[src/rtl/iccm_dump_tx.sv]
// iccm_dump_tx -- UART readback transmitter for the ICCM program path.
//
// On an accepted start_i the block reads num_words_i 32-bit words from the
// instruction SRAM, starting at word address 0. Each word is sent as four
// 8N1 UART frames, least-significant byte first.
//
// Ports:
//   clk_i          system clock (only clock)
//   rst_ni         synchronous active-low reset
//   start_i        one-cycle dump request, ignored while busy
//   num_words_i    words to send (0..2^ADDR_W), sampled on accepted start
//   clks_per_bit_i UART bit period in clk_i cycles (0 treated as 1)
//   mem_csb_o      SRAM chip select, active low, read only
//   mem_addr_o     SRAM word address
//   mem_rdata_i    SRAM read data, valid the cycle after mem_csb_o=0
//   tx_o           UART serial output, idles high
//   busy_o         dump in progress
//   done_o         one-cycle completion pulse
//
// Optional feature: define ICCM_DUMP_CHECKSUM_EN to append one frame that
// carries the mod-256 sum of every data byte sent.
module iccm_dump_tx #(
  parameter int ADDR_W = 12
) (
  input  logic              clk_i,
  input  logic              rst_ni,
  input  logic              start_i,
  input  logic [ADDR_W:0]   num_words_i,
  input  logic [15:0]       clks_per_bit_i,
  output logic              mem_csb_o,
  output logic [ADDR_W-1:0] mem_addr_o,
  input  logic [31:0]       mem_rdata_i,
  output logic              tx_o,
  output logic              busy_o,
  output logic              done_o
);

  typedef enum logic [2:0] {
    S_IDLE, S_READ, S_LATCH, S_START, S_DATA, S_STOP, S_DONE
  } state_e;

  state_e            state_q, state_d;
  logic [ADDR_W:0]   num_q, num_d;
  logic [ADDR_W-1:0] addr_q, addr_d;
  logic [15:0]       period_q, period_d;
  logic [15:0]       tick_q, tick_d;
  logic [31:0]       word_q, word_d;
  logic [1:0]        byte_q, byte_d;
  logic [2:0]        bit_q, bit_d;
  logic              tx_q, tx_d;
  logic              csb_q, csb_d;
  logic              busy_q, busy_d;
  logic              done_q, done_d;
`ifdef ICCM_DUMP_CHECKSUM_EN
  logic [7:0]        sum_q, sum_d;
  logic              chk_q, chk_d;
`endif

  logic              tick_last;
  logic              more_words;
  logic [31:0]       word_rot;

  assign tick_last  = (tick_q == period_q - 16'd1);
  // addr_q is the index of the word just sent; addr_q+1 words are done.
  assign more_words = (({1'b0, addr_q} + {{ADDR_W{1'b0}}, 1'b1}) < num_q);
  // The word is rotated one bit per data bit, so after a byte the byte just
  // sent sits in [31:24] and the next byte is already in [7:0].
  assign word_rot   = {word_q[0], word_q[31:1]};

  always_comb begin
    state_d  = state_q;
    num_d    = num_q;
    addr_d   = addr_q;
    period_d = period_q;
    tick_d   = tick_q;
    word_d   = word_q;
    byte_d   = byte_q;
    bit_d    = bit_q;
    tx_d     = tx_q;
    csb_d    = 1'b1;
    busy_d   = busy_q;
    done_d   = 1'b0;
`ifdef ICCM_DUMP_CHECKSUM_EN
    sum_d    = sum_q;
    chk_d    = chk_q;
`endif
    case (state_q)
      S_IDLE: begin
        if (start_i) begin
          num_d    = num_words_i;
          period_d = (clks_per_bit_i == 16'd0) ? 16'd1 : clks_per_bit_i;
          addr_d   = '0;
          tick_d   = '0;
`ifdef ICCM_DUMP_CHECKSUM_EN
          sum_d    = 8'h00;
          chk_d    = 1'b0;
`endif
          if (num_words_i == '0) begin
`ifdef ICCM_DUMP_CHECKSUM_EN
            // Empty dump still emits the (zero) checksum frame.
            chk_d   = 1'b1;
            word_d  = 32'h0;
            byte_d  = 2'd3;
            tx_d    = 1'b0;
            busy_d  = 1'b1;
            state_d = S_START;
`else
            done_d  = 1'b1;
            state_d = S_DONE;
`endif
          end else begin
            csb_d   = 1'b0;
            busy_d  = 1'b1;
            state_d = S_READ;
          end
        end
      end
      S_READ: begin
        state_d = S_LATCH;
      end
      S_LATCH: begin
        word_d  = mem_rdata_i;
        byte_d  = 2'd0;
        tick_d  = '0;
        tx_d    = 1'b0;
        state_d = S_START;
      end
      S_START: begin
        if (tick_last) begin
          tick_d  = '0;
          bit_d   = 3'd0;
          tx_d    = word_q[0];
          state_d = S_DATA;
        end else begin
          tick_d = tick_q + 16'd1;
        end
      end
      S_DATA: begin
        if (tick_last) begin
          tick_d = '0;
          word_d = word_rot;
          if (bit_q == 3'd7) begin
            tx_d    = 1'b1;
            state_d = S_STOP;
`ifdef ICCM_DUMP_CHECKSUM_EN
            if (!chk_q) sum_d = sum_q + word_rot[31:24];
`endif
          end else begin
            bit_d = bit_q + 3'd1;
            tx_d  = word_q[1];
          end
        end else begin
          tick_d = tick_q + 16'd1;
        end
      end
      S_STOP: begin
        if (tick_last) begin
          tick_d = '0;
          if (byte_q != 2'd3) begin
            byte_d  = byte_q + 2'd1;
            tx_d    = 1'b0;
            state_d = S_START;
          end else if (more_words) begin
            addr_d  = addr_q + {{(ADDR_W-1){1'b0}}, 1'b1};
            csb_d   = 1'b0;
            state_d = S_READ;
`ifdef ICCM_DUMP_CHECKSUM_EN
          end else if (!chk_q) begin
            chk_d   = 1'b1;
            word_d  = {24'h0, sum_q};
            byte_d  = 2'd3;
            tx_d    = 1'b0;
            state_d = S_START;
`endif
          end else begin
            done_d  = 1'b1;
            busy_d  = 1'b0;
            state_d = S_DONE;
          end
        end else begin
          tick_d = tick_q + 16'd1;
        end
      end
      S_DONE: begin
        state_d = S_IDLE;
      end
      default: begin
        state_d = S_IDLE;
      end
    endcase
  end

  always_ff @(posedge clk_i) begin
    if (!rst_ni) begin
      state_q  <= S_IDLE;
      num_q    <= '0;
      addr_q   <= '0;
      period_q <= 16'd1;
      tick_q   <= '0;
      word_q   <= '0;
      byte_q   <= '0;
      bit_q    <= '0;
      tx_q     <= 1'b1;
      csb_q    <= 1'b1;
      busy_q   <= 1'b0;
      done_q   <= 1'b0;
`ifdef ICCM_DUMP_CHECKSUM_EN
      sum_q    <= 8'h00;
      chk_q    <= 1'b0;
`endif
    end else begin
      state_q  <= state_d;
      num_q    <= num_d;
      addr_q   <= addr_d;
      period_q <= period_d;
      tick_q   <= tick_d;
      word_q   <= word_d;
      byte_q   <= byte_d;
      bit_q    <= bit_d;
      tx_q     <= tx_d;
      csb_q    <= csb_d;
      busy_q   <= busy_d;
      done_q   <= done_d;
`ifdef ICCM_DUMP_CHECKSUM_EN
      sum_q    <= sum_d;
      chk_q    <= chk_d;
`endif
    end
  end

  assign tx_o       = tx_q;
  assign mem_csb_o  = csb_q;
  assign mem_addr_o = addr_q;
  assign busy_o     = busy_q;
  assign done_o     = done_q;

endmodule
[config.mk]
export PLATFORM = sky130hd
export DESIGN_NAME = iccm_dump_tx
export DESIGN_NICKNAME = d
export VERILOG_FILES = /design/src/rtl/iccm_dump_tx.sv
export SDC_FILE = /design/constraint.sdc
export NUM_CORES = 1
export LEC_CHECK = 0
export ABC_AREA = 1
export ABC_CLOCK_PERIOD_IN_PS = 2800
export BUFFER_PORTS_ARGS = -buffer_cell sky130_fd_sc_hd__buf_2
export CAP_MARGIN = 5
export CORE_MARGIN = 10
export CORE_UTILIZATION = 44
export DETAILED_ROUTE_END_ITERATION = 8
export GPL_TIMING_DRIVEN = 1
export HOLD_SLACK_MARGIN = 0.08
export PLACE_DENSITY_LB_ADDON = 0.3
export SLEW_MARGIN = 5
export SYNTH_ARGS = -nofsm -noshare
export SYNTH_HDL_FRONTEND = slang
export SYNTH_SLANG_ARGS = --single-unit
[constraint.sdc]
create_clock -name clk_i -period 2.8 [get_ports clk_i]
set_clock_uncertainty 0.15 [all_clocks]
set_input_delay 0.28 -clock clk_i [delete_from_list [all_inputs] [get_ports clk_i]]
set_output_delay 0.28 -clock clk_i [all_outputs]
set_load 0.02 [all_outputs]
==> flow_metrics.tcl, run 1 <==
set metrics [dict create \
    dp_slack_ps -161 \
    violations "negative setup slack" \
    cts_buffers 9 \
    power_mw 6.03 \
    synth_nets 953 \
    finalSetupViolCount 15 \
    dieWidth_um 138 \
    drive_gt1_share_pct 25.3 \
    final_hold_viol_count 0 \
    clkTransAtPathRegs_ps 70 \
    crit_buf_inv 2 \
    p_sw_mw 2.57 \
    ys_types 46 \
    ant_nets 0 \
    grt_pass1_vias 5550 \
    yosysWarnings 0 \
    start_kind "flip-flop" \
    cp_top_family "compound AO/OA/AOI/OAI gates" \
    wl_met2_mm 7.49 \
    ys_seq_area_share_pct 33.2 \
    hold_class "primary input to flip-flop" \
    cp_slowest_cell "dfxtp_2" \
    power.share.switching_pct 42.7 \
    gp_congestion 0.888 \
    wirelength_mm 15.7 \
    dp_hpwl_mm 11.2 \
    synthToLayoutAreaGrowth_pct 23.9 \
    power_frac_comb_pct 46.1 \
    rows 42 \
    cts-htree-levels 3 \
    p_leak_nw 3.31 \
    top_layer_used "met5" \
    syn_area_um2 6090 \
    dieHeight_um 138 \
    ys_async_sr_fraction_pct 0 \
    status "complete, but fails checks" \
    max_slew_margin_pct 62.1 \
    io_buffers 79 \
    synth_top_cells_by_area "dfxtp_1 (33%), nand2_1 (10%), inv_1 (6.7%)" \
    power_density_nw_per_um2 799 \
    overflow 0 \
    core_um2 13400 \
    p_clk_share_pct 21.8 \
    clock_sinks 101 \
    arrival_ps 3030 \
    drc 0 \
    fp.dieArea_um2 18900 \
    vias 5887 \
    drtIter0Drc 350 \
    grt_usage_pct 16.6 \
    power.share.sequential_pct 32.1 \
    clockBufferDepth 2 \
    worstMarginPinSlew_ps 568 \
    grt_max_degree 65 \
    cp-end-kind "flip-flop" \
    synth-main-ff-cell "dfxtp_1" \
    cp_slowest_stage_delay_ps 360 \
    synth_edf_count 0 \
    syn_area_per_cell_um2 7.00 \
    drv_slew 0 \
    grt_pass1_wl_mm 25.9 \
    n_antenna_cell 0 \
    ys_ff_latch 101 \
    root_buffer "clkbuf_16" \
    firstDrtPassIters 5 \
    antenna_found_initial 1 \
    worstPathRequired_ps 2930 \
    wl_met1_mm 7.23 \
    rsz0062_at_grt "yes" \
    yosys.area.top_type "dfxtp_1" \
    insertion_delay_ps 350 \
    drv_cap 0 \
    min_period_ps 2900 \
    crit_chain "buf_6, ha_4, nand3_4, nor2_4, nand4_1, xor2_2, ha_1, a21oi_2, o21ai_2, a21oi_2, nand2_2, buf_6, o21bai_4, nand4_1, a21oi_1" \
    p_int_mw 3.46 \
    start_util_pct 45.4 \
    syn_inst 870 \
    drt-vias-per-instance 5.06 \
    crit_fanout 5 \
    final_nets 1066 \
    crit_type "flip-flop to flip-flop" \
    period_share_pct 104 \
    num_io_pins 80 \
    wl_per_cell_um 13.5 \
    ir_worst_vdd_uv 490 \
    synth_top_cell_area_share_pct 33.2 \
    cts_tree "yes" \
    wl_met3_um 674 \
    fmax_ghz 0.344 \
    setup_ws_ps -103 \
]
repair_timing:
action                                 in CTS  in global routing
endpoints found under the hold margin      22                  0
setup endpoints to repair                  18                 18
gates resized for setup                    23                 26
pin swaps                                  15                 22
setup buffers                               9                  2
hold buffers                               22                  0
gates cloned                                1                  0
power groups by stage:
| stage | Combinational, mW | Clock [mW] | Sequential [mW] |
|---|---|---|---|
| 6_report | 2.78 | 1.32 | 1.93 |
| 5_1_grt | 3.14 | 1.40 | 1.96 |
| 4_1_cts | 2.77 | 1.35 | 1.93 |
| 3_5_place_dp | 2.68 | 0 | 1.97 |
| 3_3_place_gp | 2.65 | 0 | 1.96 |
| 2_1_floorplan | 2.15 | 0 | 1.94 |
cell usage after synthesis (5+ instances only):
master / number
nand2_1: 170
nand4_1: 25
nand3_1: 34
nor4_1: 6
nor2_1: 73
nand2_4: 5
o21ai_1: 29
dfxtp_1: 101
clkbuf_1: 25
xor2_1: 21
inv_2: 9
a21oi_2: 28
nor3_1: 11
buf_6: 7
o21ai_0: 65
a21oi_1: 61
xnor2_1: 8
a211oi_1: 5
nor2_2: 7
ha_1: 19
nand2_2: 10
nand3b_1: 7
nor2_4: 6
inv_1: 109
routing by layer:
layer | global-route usage (%) | up-vias
met5 | 0 | -
met4 | 5.33 | 2
met3 | 4.08 | 27
met2 | 27.8 | 128
met1 | 20.3 | 2662
li1 | - | 3068
worst paths after layout:
kind,from,to,slack [ps],depth (start not counted)
worst max-delay path,mem_addr_o[1],mem_addr_o[11],-100,15
worst min-delay path,num_words_i[12],num_q[12],90,3
worst max register to register,mem_addr_o[1],mem_addr_o[11],-100,15
worst min register to register,word_q[2],word_q[2],310,2
through the flow:
step / util, % / cells / hold slack (ps) / area [µm²] / setup TNS [ps]
after CTS: 55.3 / 1162 / 82.1 / 7410 / -1.33
after global routing: 56.3 / 1164 / 106 / 7540 / -3200
after floorplan: - / 870 / 275 / 6090 / 0
final: 56.3 / 1164 / 94.9 / 7540 / -647
after global placement: 50.2 / 1114 / 292 / 6730 / -616
after detailed placement: 50.2 / 1114 / 292 / 6730 / -1970
cell usage in the layout (no fill, tap or decap), types with 11 or more instances in the layout:
master         count
nand2_1          165
a21oi_2           33
inv_1            107
buf_2             79
nand2_2           15
buf_4             30
nor2_2            11
o21ai_1           33
dlygate4sd3_1     22
ha_1              14
inv_2             11
dfxtp_1           97
o21ai_0           58
nand3_1           31
xor2_1            19
nor2_1            68
nand4_1           25
a21oi_1           56
worst register-to-register path: cells and delay by family (launching register included):
kind	cells	cell delay, ps
flip-flops	1	360
XOR/XNOR	1	220
adder cells (fa/ha/maj)	2	460
AND/OR/NAND/NOR	5	560
AO/OA/AOI/OAI	5	810
buffers and inverters	2	270
flip-flops by register name, indices dropped and copies added (netlist names):
signal      flops
tx_o            1
mem_addr_o     12
num_q          13
bit_q           3
mem_csb_o       1
word_q         32
busy_o          1
period_q       16
byte_q          2
done_o          1
state_q         3
tick_q         16
cells by family (layout without fill, tap and decap cells):
kind of cell,count (synthesis),count (layout),synth area share (%)
flops,101,101,33.2
buf+inv,155,272,10.5
compound gates,198,199,19.2
xor+xnor,29,29,4.17
simple gates,368,368,29.0
fa+ha+maj,19,19,3.91
layout make-up:
type                    instances  area (µm²)
fillers                      1320        5860
repair buffers                136         915
clock inverters                 6        72.6
flip-flops and latches        101        2030
well taps                     176         220
multi-input cells             615        3610
inverters                     120         453
clock buffers                  10         239
(Power assumes the default switching activity.)
==> run 2, diff against run 1 <==
GPL_TIMING_DRIVEN = not set   (was 1)
PLACE_DENSITY_LB_ADDON = 0.08   (was 0.3)
RECOVER_POWER = 100   (was not set)
==> run 2 against run 1 <==
  * The run still ends with negative setup slack left
  * Register-to-register slack better by 90 ps
  * Final cell count shrank 0.43%
  * Critical path depth grew 3
  * Cell area shrank 1.9%
  * Via count fell by 3.6%
  * Die area stayed put
  * Non-clock buffer count decreased by 5
  * Flip-flop and latch count stayed put
  * Power fell by 0.68%
  * Clock power decreased by 6%
  * First-iteration DRC count down 2.6%
  * Core utilization shrank 1.1 points
==> flow_metrics.tcl, run 2 (same netlist as run 1, synthesis figures left out) <==
set metrics [dict create \
    drv_cap 0 \
    finalSetupViolCount 3 \
    insertion_delay_ps 360 \
    n_antenna_cell 0 \
    drive_gt1_share_pct 22.9 \
    cp-startpoint "mem_addr_o[0]" \
    num_io_pins 80 \
    max_slew_margin_pct 34.2 \
    rows 42 \
    final_cell_mix "nand2_1 (161), inv_1 (108), dfxtp_1 (97), nor2_1 (72), buf_2 (71)" \
    power.share.sequential_pct 32.2 \
    ir_worst_vdd_uv 380 \
    core_um2 13400 \
    grt_pass1_vias 5372 \
    drtIter0Drc 341 \
    final_hold_viol_count 0 \
    clkTransAtPathRegs_ps 70 \
    wirelength_mm 15.8 \
    gp_congestion 0.871 \
    crit_chain "buf_4, ha_4, nand3_1, nor2_1, nand2_1, xor2_1, inv_1, ha_4, nand2_2, nor3_4, nand4_1, nand2_2, nand2_4, o21ai_2, inv_1, nand3b_1, o21ai_1, nor2_1" \
    power_density_nw_per_um2 809 \
    start_util_pct 45.4 \
    p_sw_mw 2.63 \
    fin_area_um2 7400 \
    crit_type "flip-flop to flip-flop" \
    io_buffers 79 \
    crit_fanout 5 \
    fin_hold_ws_ps 84.3 \
    period_share_pct 100 \
    r2r_cells 18 \
    r2r_slack_ps -10 \
    dp_hpwl_mm 11.4 \
    endpoint "state_q[1]" \
    grt_max_degree 56 \
    worstPathRequired_ps 2950 \
    grt_usage_pct 16.8 \
    reg.largest.list "word_q (32), period_q (16), tick_q (16)" \
    cp-end-kind "flip-flop" \
    drc 0 \
    postPlaceCellArea_um2 6770 \
    fmax_ghz 0.356 \
    grt_pass1_wl_mm 25.9 \
    worstReg2RegEnd "state_q[1]" \
    regMostFlops "word_q" \
    rsz0062_at_grt "yes" \
    clockBufferDepth 2 \
    p_leak_nw 3.21 \
    synthToLayoutAreaGrowth_pct 21.6 \
    p_int_mw 3.36 \
    wl_per_cell_um 13.6 \
    fp.dieArea_um2 18900 \
    vias 5677 \
    r2r-start "mem_addr_o[0]" \
    violations "negative setup slack" \
    p_clk_share_pct 20.7 \
    hold_class "primary input to flip-flop" \
    cts-htree-levels 3 \
    tns_ps -24.3 \
    overflow 0 \
    setup_ws_ps -11.3 \
    firstDrtPassIters 4 \
    arrival_ps 2960 \
    final_nets 1061 \
    final_common_cell "nand2_1" \
    drv_slew 0 \
    power_frac_comb_pct 47.1 \
    drt-vias-per-instance 4.90 \
    clock_sinks 101 \
    start_kind "flip-flop" \
    worstMarginPinSlew_ps 987 \
    cts_buffers 9 \
    status "complete, but fails checks" \
    root_buffer "clkbuf_16" \
    cp_slowest_cell "dfxtp_2" \
    dieHeight_um 138 \
    power.share.switching_pct 43.9 \
    largest_reg_flops 32 \
    dieWidth_um 138 \
    ant_nets 0 \
    antenna_found_initial 0 \
    cts_tree "yes" \
    cp_slowest_stage_delay_ps 340 \
    min_period_ps 2810 \
]
## run 2: changes by cell type in the layout (fill, tap and decap cells not counted), moves of 3 or more
cell      delta
clkbuf_1    +12
buf_2        -8
buf_4        -6
nand2_1      -4
nor2_1       +4
buf_6        -3
nor2_2       -3
## run 2: worst min path at each step
stage	cells past startpoint	slack (ps)	startpoint	end
floorplan	2	270	num_words_i[0]	num_q[0]
global placement	2	290	word_q[2]	word_q[2]
detailed placement	2	290	tx_o	tx_o
CTS	3	80	num_words_i[4]	num_q[4]
global route	3	90	clks_per_bit_i[5]	period_q[5]
finish	3	80	num_words_i[12]	num_q[12]
## run 2: cell type report
class	count	area, µm²
repair buffers	131	851
flip-flops and latches	101	2030
inverters	120	453
well taps	176	220
fillers	1334	6000
clock buffers	10	239
multi-input cells	615	3560
clock inverters	6	51.3
## run 2: timing repair
item | 4_1_cts | 5_1_grt
setup buffers | 2 | 0
gates resized for setup | 22 | 18
hold buffers | 21 | 0
pin swaps | 13 | 18
gates cloned | 1 | 0
setup endpoints to repair | 18 | 18
hold endpoints to repair | 21 | 0
## run 2: per-layer routing
metal / wire [µm] / GRT usage (%) / up-vias
met3: 864 / 4.04 / 18
met4: 279 / 5.21 / 0
met1: 7890 / 22.4 / 2468
met5: 0 / 0 / -
li1: - / - / 3078
met2: 6760 / 26.0 / 113
## run 2: worst max-delay path, delay by kind of cell, from the launching register on
kind	cells	cell delay [ps]
flops	1	340
buf+inv	3	300
xor+xnor	1	200
simple gates	10	1180
fa+ha+maj	2	430
compound gates	2	150
## run 2: power groups by stage
stage	combinational [mW]	sequential (mW)	clock [mW]
final	2.82	1.93	1.24
after global routing	3.18	1.96	1.33
after CTS	2.85	1.93	1.28
after detailed placement	2.74	1.96	0
after global placement	2.74	1.95	0
after floorplan	2.15	1.94	0
## run 2: per-stage QoR
stage	total power, mW	util [%]	instances	worst slack (ps)
final	5.99	55.2	1159	-11.3
after global placement	4.69	50.5	1120	-79.4
after CTS	6.05	55.0	1159	0.614
after floorplan	4.09	-	870	15.3
after detailed placement	4.69	50.5	1120	-180
after global routing	6.47	55.2	1159	-238
